### src/rtl/mult_pkg.sv
`default_nettype none
// ============================================================================
//  Module      : mult_pkg
//  Description : Shared constants for the sequential Booth multiplier:
//                default operand width, FSM state encoding and the Booth
//                {Q0, Q(-1)} pair decode.
//  Revision    : 1.0  initial release
// ============================================================================
package mult_pkg;

    localparam int c_DEFAULT_WIDTH = 32;

    // FSM state encoding
    localparam logic [1:0] c_ST_IDLE = 2'd0;
    localparam logic [1:0] c_ST_RUN  = 2'd1;
    localparam logic [1:0] c_ST_DONE = 2'd2;

    // Booth recoding of {Q0, Q(-1)}; 00 and 11 are no-ops
    localparam logic [1:0] c_BOOTH_ADD = 2'b01;
    localparam logic [1:0] c_BOOTH_SUB = 2'b10;

endpackage : mult_pkg
`default_nettype wire

### src/rtl/booth_step.sv
`default_nettype none
// ============================================================================
//  Module      : booth_step
//  Description : One combinational radix-2 Booth iteration on N-bit
//                registers: conditional add/subtract of M into A selected by
//                {Q0, Q(-1)}, then arithmetic right shift of {A, Q, Q(-1)}.
//  Ports       : i_a   - accumulator A
//                i_m   - multiplicand M
//                i_q   - multiplier register Q (Q0 = i_q[0])
//                i_qm1 - Q(-1) bit
//                o_a / o_q / o_qm1 - shifted {A, Q, Q(-1)} after the step
//  Revision    : 1.0  initial release
// ============================================================================
module booth_step
    import mult_pkg::*;
#(
    parameter int N = c_DEFAULT_WIDTH + 1
) (
    input  logic [N-1:0] i_a,
    input  logic [N-1:0] i_m,
    input  logic [N-1:0] i_q,
    input  logic         i_qm1,
    output logic [N-1:0] o_a,
    output logic [N-1:0] o_q,
    output logic         o_qm1
);

    logic [N-1:0] w_sum;

    always_comb begin
        w_sum = i_a;
        case ({i_q[0], i_qm1})
            c_BOOTH_SUB: w_sum = i_a - i_m;
            c_BOOTH_ADD: w_sum = i_a + i_m;
            default:     w_sum = i_a;
        endcase
    end

    // Operands are at most N-1 significant bits sign-extended to N, so the
    // add/subtract cannot overflow and w_sum[N-1] is the true sign.
    assign o_a   = {w_sum[N-1], w_sum[N-1:1]};
    assign o_q   = {w_sum[0], i_q[N-1:1]};
    assign o_qm1 = i_q[0];

endmodule : booth_step
`default_nettype wire

### src/rtl/mult_seq.sv
`default_nettype none
// ============================================================================
//  Module      : mult_seq
//  Description : Sequential radix-2 Booth multiplier, signed or unsigned,
//                one Booth step per clock over WIDTH+1-bit registers.
//                IDLE -> RUN (WIDTH+1 steps) -> DONE (done pulse) -> IDLE.
//  Ports       : clk       - rising-edge clock
//                reset     - asynchronous active-low reset
//                start     - request a multiply (sampled in IDLE only)
//                is_signed - 1: two's-complement operands, 0: unsigned
//                abort     - cancel an operation in RUN
//                A_in/B_in - multiplier / multiplicand operands
//                busy      - high while in RUN
//                done      - one-cycle pulse when Hi/Lo are updated
//                Hi/Lo     - upper / lower halves of the 2*WIDTH product
//  Revision    : 1.0  initial release
// ============================================================================
module mult_seq
    import mult_pkg::*;
#(
    parameter int WIDTH = c_DEFAULT_WIDTH,
    parameter int CNT_W = $clog2(WIDTH + 2)
) (
    input  logic             clk,
    input  logic             reset,
    input  logic             start,
    input  logic             is_signed,
    input  logic             abort,
    input  logic [WIDTH-1:0] A_in,
    input  logic [WIDTH-1:0] B_in,
    output logic             busy,
    output logic             done,
    output logic [WIDTH-1:0] Hi,
    output logic [WIDTH-1:0] Lo
);

    localparam int               c_N         = WIDTH + 1;
    localparam logic [CNT_W-1:0] c_LAST_STEP = CNT_W'(WIDTH);

    logic [1:0]       r_state;
    logic [1:0]       w_next_state;
    logic [c_N-1:0]   r_m;
    logic [c_N-1:0]   r_a;
    logic [c_N-1:0]   r_q;
    logic             r_qm1;
    logic [CNT_W-1:0] r_cnt;
    logic [WIDTH-1:0] r_hi;
    logic [WIDTH-1:0] r_lo;

    logic [c_N-1:0]   w_a_nxt;
    logic [c_N-1:0]   w_q_nxt;
    logic             w_qm1_nxt;
    logic             w_last;
    logic             w_accept;
    logic             w_step;
    logic             w_unused_a_top;

    booth_step #(
        .N (c_N)
    ) u_booth_step (
        .i_a   (r_a),
        .i_m   (r_m),
        .i_q   (r_q),
        .i_qm1 (r_qm1),
        .o_a   (w_a_nxt),
        .o_q   (w_q_nxt),
        .o_qm1 (w_qm1_nxt)
    );

    assign w_last   = (r_cnt == c_LAST_STEP);
    assign w_accept = (r_state == c_ST_IDLE) && start;
    // abort wins over the step: a cancelled cycle leaves every register alone
    assign w_step   = (r_state == c_ST_RUN) && !abort;

    // ---------------------------------------------------------------- FSM
    always_ff @(posedge clk or negedge reset) begin
        if (!reset) begin
            r_state <= c_ST_IDLE;
        end else begin
            r_state <= w_next_state;
        end
    end

    always_comb begin
        w_next_state = r_state;
        case (r_state)
            c_ST_IDLE: begin
                if (start) begin
                    w_next_state = c_ST_RUN;
                end
            end
            c_ST_RUN: begin
                if (abort) begin
                    w_next_state = c_ST_IDLE;
                end else if (w_last) begin
                    w_next_state = c_ST_DONE;
                end
            end
            c_ST_DONE: w_next_state = c_ST_IDLE;
            default:   w_next_state = c_ST_IDLE;
        endcase
    end

    // ----------------------------------------------------------- datapath
    always_ff @(posedge clk or negedge reset) begin
        if (!reset) begin
            r_m   <= '0;
            r_a   <= '0;
            r_q   <= '0;
            r_qm1 <= 1'b0;
            r_cnt <= '0;
            r_hi  <= '0;
            r_lo  <= '0;
        end else if (w_accept) begin
            r_m   <= {is_signed & B_in[WIDTH-1], B_in};
            r_q   <= {is_signed & A_in[WIDTH-1], A_in};
            r_a   <= '0;
            r_qm1 <= 1'b0;
            r_cnt <= '0;
        end else if (w_step) begin
            r_a   <= w_a_nxt;
            r_q   <= w_q_nxt;
            r_qm1 <= w_qm1_nxt;
            r_cnt <= r_cnt + CNT_W'(1);
            if (w_last) begin
                // {A,Q} holds a 2*WIDTH+2 bit product; keep its low 2*WIDTH bits
                r_hi <= {w_a_nxt[WIDTH-2:0], w_q_nxt[WIDTH]};
                r_lo <= w_q_nxt[WIDTH-1:0];
            end
        end
    end

    // The two top accumulator bits are only sign/guard bits of the product
    assign w_unused_a_top = ^w_a_nxt[WIDTH:WIDTH-1];

    assign busy = (r_state == c_ST_RUN);
    assign done = (r_state == c_ST_DONE);
    assign Hi   = r_hi;
    assign Lo   = r_lo;

endmodule : mult_seq
`default_nettype wire

### config.mk
export PLATFORM = sky130hd
export DESIGN_NAME = mult_seq
export DESIGN_NICKNAME = d
export VERILOG_FILES = /design/src/rtl/mult_pkg.sv /design/src/rtl/booth_step.sv /design/src/rtl/mult_seq.sv
export SDC_FILE = /design/constraint.sdc
export NUM_CORES = 1
export LEC_CHECK = 0
export BUFFER_PORTS_ARGS = -buffer_cell sky130_fd_sc_hd__buf_2
export CAP_MARGIN = 20
export CORE_UTILIZATION = 58
export DETAILED_ROUTE_END_ITERATION = 6
export GPL_TIMING_DRIVEN = 1
export PLACE_DENSITY = 0.81
export SLEW_MARGIN = 10
export SYNTH_ARGS = -nofsm -noshare
export SYNTH_HDL_FRONTEND = slang
export SYNTH_SLANG_ARGS = --single-unit
### constraint.sdc
create_clock -name clk -period 6.2 [get_ports clk]
set_clock_uncertainty 0.05 [all_clocks]
set_input_delay 0.31 -clock clk [delete_from_list [all_inputs] [get_ports clk]]
set_output_delay 0.31 -clock clk [all_outputs]
set_load 0.005 [all_outputs]
Word-level counts from Yosys, hierarchy flattened
Cells that the tools add are included.
{"block": "classes", "n_addsub": 3, "mux": 13, "reduce_logical": 7, "n_eq_ne": 7, "n_bitwise": 3}
{"cell": "33-bit two-way mux", "n": 4}
{"cell": "33-bit case mux with 2 select lines", "n": 1}
{"cell": "33-bit adder", "n": 1}
{"cell": "33-bit subtractor", "n": 1}
{"cell": "6-bit two-way mux", "n": 2}
{"cell": "6-bit by 1-bit adder with 6-bit output (second input constant)", "n": 1}
{"cell": "6-bit == test (second input constant)", "n": 1}
{"cell": "2-bit two-way mux", "n": 3}
{"cell": "2-bit by 1-bit == test with 1-bit output (second input constant)", "n": 2}
{"cell": "2-bit == test (second input constant)", "n": 2}
{"cell": "2-bit case mux with 2 select lines", "n": 1}
{"cell": "3-bit by 2-bit inequality test with 1-bit output (second input constant)", "n": 1}
{"cell": "3-bit AND reduction", "n": 1}
{"cell": "1-bit bitwise AND", "n": 2}
{"cell": "1-bit logical AND", "n": 2}
{"cell": "2-bit logical NOT", "n": 1}
{"cell": "1-bit two-way mux", "n": 2}
{"cell": "2-bit inequality test (second input constant)", "n": 1}
{"cell": "2-bit AND reduction", "n": 1}
{"cell": "2-bit nonzero test", "n": 1}
{"cell": "1-bit logical NOT", "n": 1}
{"cell": "1-bit NOT", "n": 1}
{"block": "word_totals", "out_inout_bits": 66, "ff_bits": 172, "word_cells": 41}

Longest topological paths before layout
{"block": "depth", "depth_word": 4, "depth_mapped": 19}

Modules after synthesis
Synthesis repeated with hierarchy kept, for this count alone.
{"block": "hier_totals", "cells_unflattened": 1039, "hier_area_um2": 9939.5}
{"mod": "mult_seq", "cells_each": 546, "area_each_um2": 6656.4, "n_inst": 1}
{"mod": "booth_step", "cells_each": 493, "area_each_um2": 3283.1, "n_inst": 1}

Worst setup path after synthesis
Ideal clock, no wire load.
{"block": "synth_timing", "kind": "register to register", "from": "reg r_m[9]", "to": "reg r_hi[30], in the netlist Hi[30]", "t_arrival_ps": 4248, "setup_slack_ps": 1777, "path_stages_with_launch": 19, "t_required_ps": 6025, "synth_period_minus_slack_ps": 4423, "cell_sequence": "dfrtp_1 -> or4_4 -> or3_4 -> nor3_1 -> and3b_1 -> and2_1 -> a21oi_1 -> xnor2_1 -> ha_1 -> clkbuf_1 -> a21o_1 -> a21o_1 -> a2111oi_0 -> o22ai_1 -> nand3_1 -> o211ai_1 -> xnor2_1 -> o21ai_0 -> mux2_2"}
{"block": "synth_between", "elab_chain_len": 2, "word_cells_on_any_way": 3, "cone_classes": "2 x add/sub; 1 x mux"}
{"item": "start, declared", "line_no": "mult_seq.sv:42", "rtl": "logic [c_N-1:0] r_m;"}
{"item": "start signal, assigned", "line_no": "mult_seq.sv:115", "rtl": "r_m <= {is_signed & B_in[WIDTH-1], B_in};"}
{"item": "33-bit adder or 33-bit subtractor (tied branches)", "line_no": "booth_step.sv:34, booth_step.sv:33"}
{"item": "33-bit case mux with 2 select lines *", "line_no": "booth_step.sv:32", "rtl": "case ({i_q[0], i_qm1})"}
{"item": "end signal, assigned", "line_no": "mult_seq.sv:127", "rtl": "r_hi <= {w_a_nxt[WIDTH-2:0], w_q_nxt[WIDTH]};"}
{"item": "end, declared", "line_no": "mult_seq.sv:47", "rtl": "logic [WIDTH-1:0] r_hi;"}
Mark *: on every way between the ends. The rest lies on a longest branch, timed or not.
A chain may end at the register's enable or synchronous reset.

Worst setup path in the final report
Ends and elaborated chain as after synthesis.

==> impl_metrics.tcl <==
set metrics [dict create \
    status "completed" \
    max-cap-violations 0 \
    synth_nets 1194 \
    num_vias 8016 \
    clkLatencyLatePin_ps 430 \
    seq_area_frac_synth_pct 46.3 \
    synth-xor-area-share_pct 5.76 \
    drtIter0Drc 692 \
    ys_warn_count 0 \
    cts_tree "done" \
    end_kind "register" \
    drc 0 \
    synth.cell_area_sq_um 9250 \
    synth_edf_count 0 \
    start_util_pct 60.2 \
    ys_ff_latch 171 \
    intPower_mw 2.78 \
    drtAntennaViolNets 0 \
    wire_per_inst_um 16.0 \
    synth_mux_area_share_pct 1.47 \
    synth_flop_cell "dfrtp_1" \
    cp.arrival_ps 5190 \
    yosys.area_share.simple_pct 22.6 \
    setup_slack_ps 1280 \
    synth_top_family_by_area "simple AND/OR/NAND/NOR gates" \
    rsz0062_at_grt "false" \
    critPathRequiredTime_ps 6470 \
    dr.pass1.iters 5 \
    nFillCells 1246 \
    cts.htree.levels 4 \
    holdWs_ps 9.87 \
    mostFrequentLayoutCells "nand2_1 (325), dfrtp_1 (171), buf_2 (133), nor2_1 (74), o21ai_0 (70)" \
    synth_cells 1088 \
    finalSetupViolations 0 \
    tns_ps 0 \
    p_sw_share_pct 40.6 \
    grt_max_degree 106 \
    rows 45 \
    synthAdderAreaFrac_pct 5.09 \
    startpoint_type "register" \
    die_w_um 128 \
    synth_compound_area_share_pct 15.6 \
    ioPinCount 135 \
    async_flop_share_pct 100 \
    final_max_slew_viol_count 0 \
    antenna_found_initial 0 \
    dpl.hpwl_mm 15.0 \
    fp.dieH_um 128 \
    power_density_nw_per_um2 438 \
    place_congestion 0.904 \
    wl_mm 22.5 \
    drive_above_1_share_pct 16.1 \
    fin_util_pct 69.5 \
    io_buffers 134 \
    fp.dieArea_sq_um 16500 \
    path_clk_slew_ps 70 \
    grt_first_pass_wirelength_mm 37.0 \
    vias_per_cell 5.67 \
    worstSetupPathType "register to register" \
    layout.nets 1296 \
    diodes 0 \
    cp_max_fo 9 \
    power.switching_mw 1.90 \
    fp.coreArea_sq_um 15400 \
    power.total_mw 4.68 \
    clock_power_share_pct 24.2 \
    p_leak_nw 5.51 \
    clock-sinks 171 \
    worst_pin_slew_ps 1060 \
    max_freq_mhz 203 \
    p_seq_share_pct 32.3 \
    clockBufferDepth 2 \
    cts_made_buffers 17 \
    yosysUniqueCellTypes 55 \
    comb_power_share_pct 43.4 \
    cts-root-buf "clkbuf_16" \
    area_growth_pct 15.5 \
    post-place-ws_ps 1450 \
    hold_class "input port to register" \
    cts_setup_buffers 0 \
    syn_avg_cell_area_sq_um 8.50 \
    maxSlewHeadroom_pct 29.0 \
    grt_overflow 0 \
    grt_pass1_vias 7336 \
    fin_crit_sh_pct 79.4 \
    finalCriticalPeriod_ps 4930 \
    hold_viol_final 0 \
    ir_worst_vdd_mv 0.243 \
    mostFrequentLayoutCell "nand2_1" \
    globalRouteTotalUtil_pct 28.8 \
]
sequential cells by signal, summed over array words and instances (netlist names):
signal and flops:
r_m 33, r_q 33, Hi 32, Lo 32, r_a 32, r_cnt 6, r_state 2, r_qm1 1
cell families (layout without fill, tap and decap cells):
group | after synthesis | in the layout
AND/OR/NAND/NOR | 495 | 495
AO/OA/AOI/OAI | 235 | 235
flip-flops | 171 | 171
buffers and inverters | 77 | 191
XOR/XNOR | 60 | 60
adder cells (fa/ha/maj) | 37 | 37
multiplexers | 13 | 13
what timing repair did:
action,CTS,global route
endpoints found under the setup margin,0,0
gates resized for setup,0,0
hold endpoints to repair,12,0
hold buffers,1,0
cell usage after synthesis (3+ instances only):
library cell | count | share of area [%]
a211oi_1 | 4 | 0.32
a21o_1 | 11 | 0.89
a21oi_1 | 66 | 3.6
a22o_1 | 9 | 0.85
a22oi_1 | 16 | 1.3
a31oi_1 | 23 | 1.6
and2_1 | 5 | 0.34
and3_1 | 7 | 0.47
and4_1 | 4 | 0.38
buf_1 | 8 | 0.32
clkbuf_1 | 51 | 2.1
dfrtp_1 | 171 | 46
ha_1 | 36 | 4.9
inv_1 | 17 | 0.69
mux2_2 | 5 | 0.61
mux2i_1 | 8 | 0.87
nand2_1 | 327 | 13
nand2b_1 | 8 | 0.54
nand3_1 | 17 | 0.92
nand4_1 | 5 | 0.34
nor2_1 | 75 | 3.0
nor2b_1 | 7 | 0.47
nor3_1 | 20 | 1.1
nor4_1 | 4 | 0.27
o2111ai_1 | 3 | 0.28
o211ai_1 | 7 | 0.57
o21a_1 | 6 | 0.49
o21ai_0 | 70 | 3.8
o31ai_1 | 4 | 0.32
or3_1 | 4 | 0.27
xnor2_1 | 17 | 1.6
xor2_1 | 42 | 4.0
critical path, stage by stage (launching register included):
cell and delay, ps:
dfrtp_1 410, or4_4 570, or3_4 360, nor3_1 280, and3b_1 240, and2_1 220, a21oi_1 110, xnor2_1 160
ha_1 380, a21o_1 200, a21o_1 190, a2111oi_0 580, o22ai_1 200, nand3_1 140, o211ai_1 120, xnor2_1 170
o21ai_0 130, mux2_2 300
power by group through the flow:
stage / Sequential, mW / Clock (mW) / Combinational (mW)
final: 1.51 / 1.13 / 2.03
after global routing: 1.54 / 1.19 / 2.26
after CTS: 1.50 / 1.14 / 2.00
after detailed placement: 1.52 / 0 / 1.98
after global placement: 1.51 / 0 / 1.92
after floorplan: 1.46 / 0 / 1.55
cell type report:
cell class                      instances  area, sq um  share of cell area, %
Timing Repair Buffer                  143          759                   7.11
Inverter                               17         63.8                  0.597
Sequential cell                       171         4280                   40.0
Clock buffer                           18          439                   4.11
Multi-Input combinational cell        840         4700                   44.0
Clock inverter                         13          183                   1.71
Tap cell                              211          264                   2.47
worst paths after layout:
check / start / end / slack [ps] / cells past startpoint
setup / recovery: r_m[9] / Hi[30] / 1280 / 17
max in group asynchronous: reset / Lo[18] / 4200 / 3
hold / removal: B_in[2] / r_m[2] / 10 / 3
min in group asynchronous: reset / Hi[5] / 530 / 2
setup reg to reg: r_m[9] / Hi[30] / 1280 / 17
hold reg to reg: Lo[25] / Lo[25] / 420 / 2
layer usage:
metal,track usage (%),share of wire [%]
met2,42.5,44
met3,5.26,6.3
met1,43.1,48
met4,8.51,1.5
met5,0,0
stage by stage:
stage	cells	area (sq um)
finish	1413	10700
global route	1413	10700
CTS	1412	10700
detailed placement	1380	10000
global placement	1380	10000
floorplan	1088	9250
Note: power is estimated with default switching activity, not from simulation.
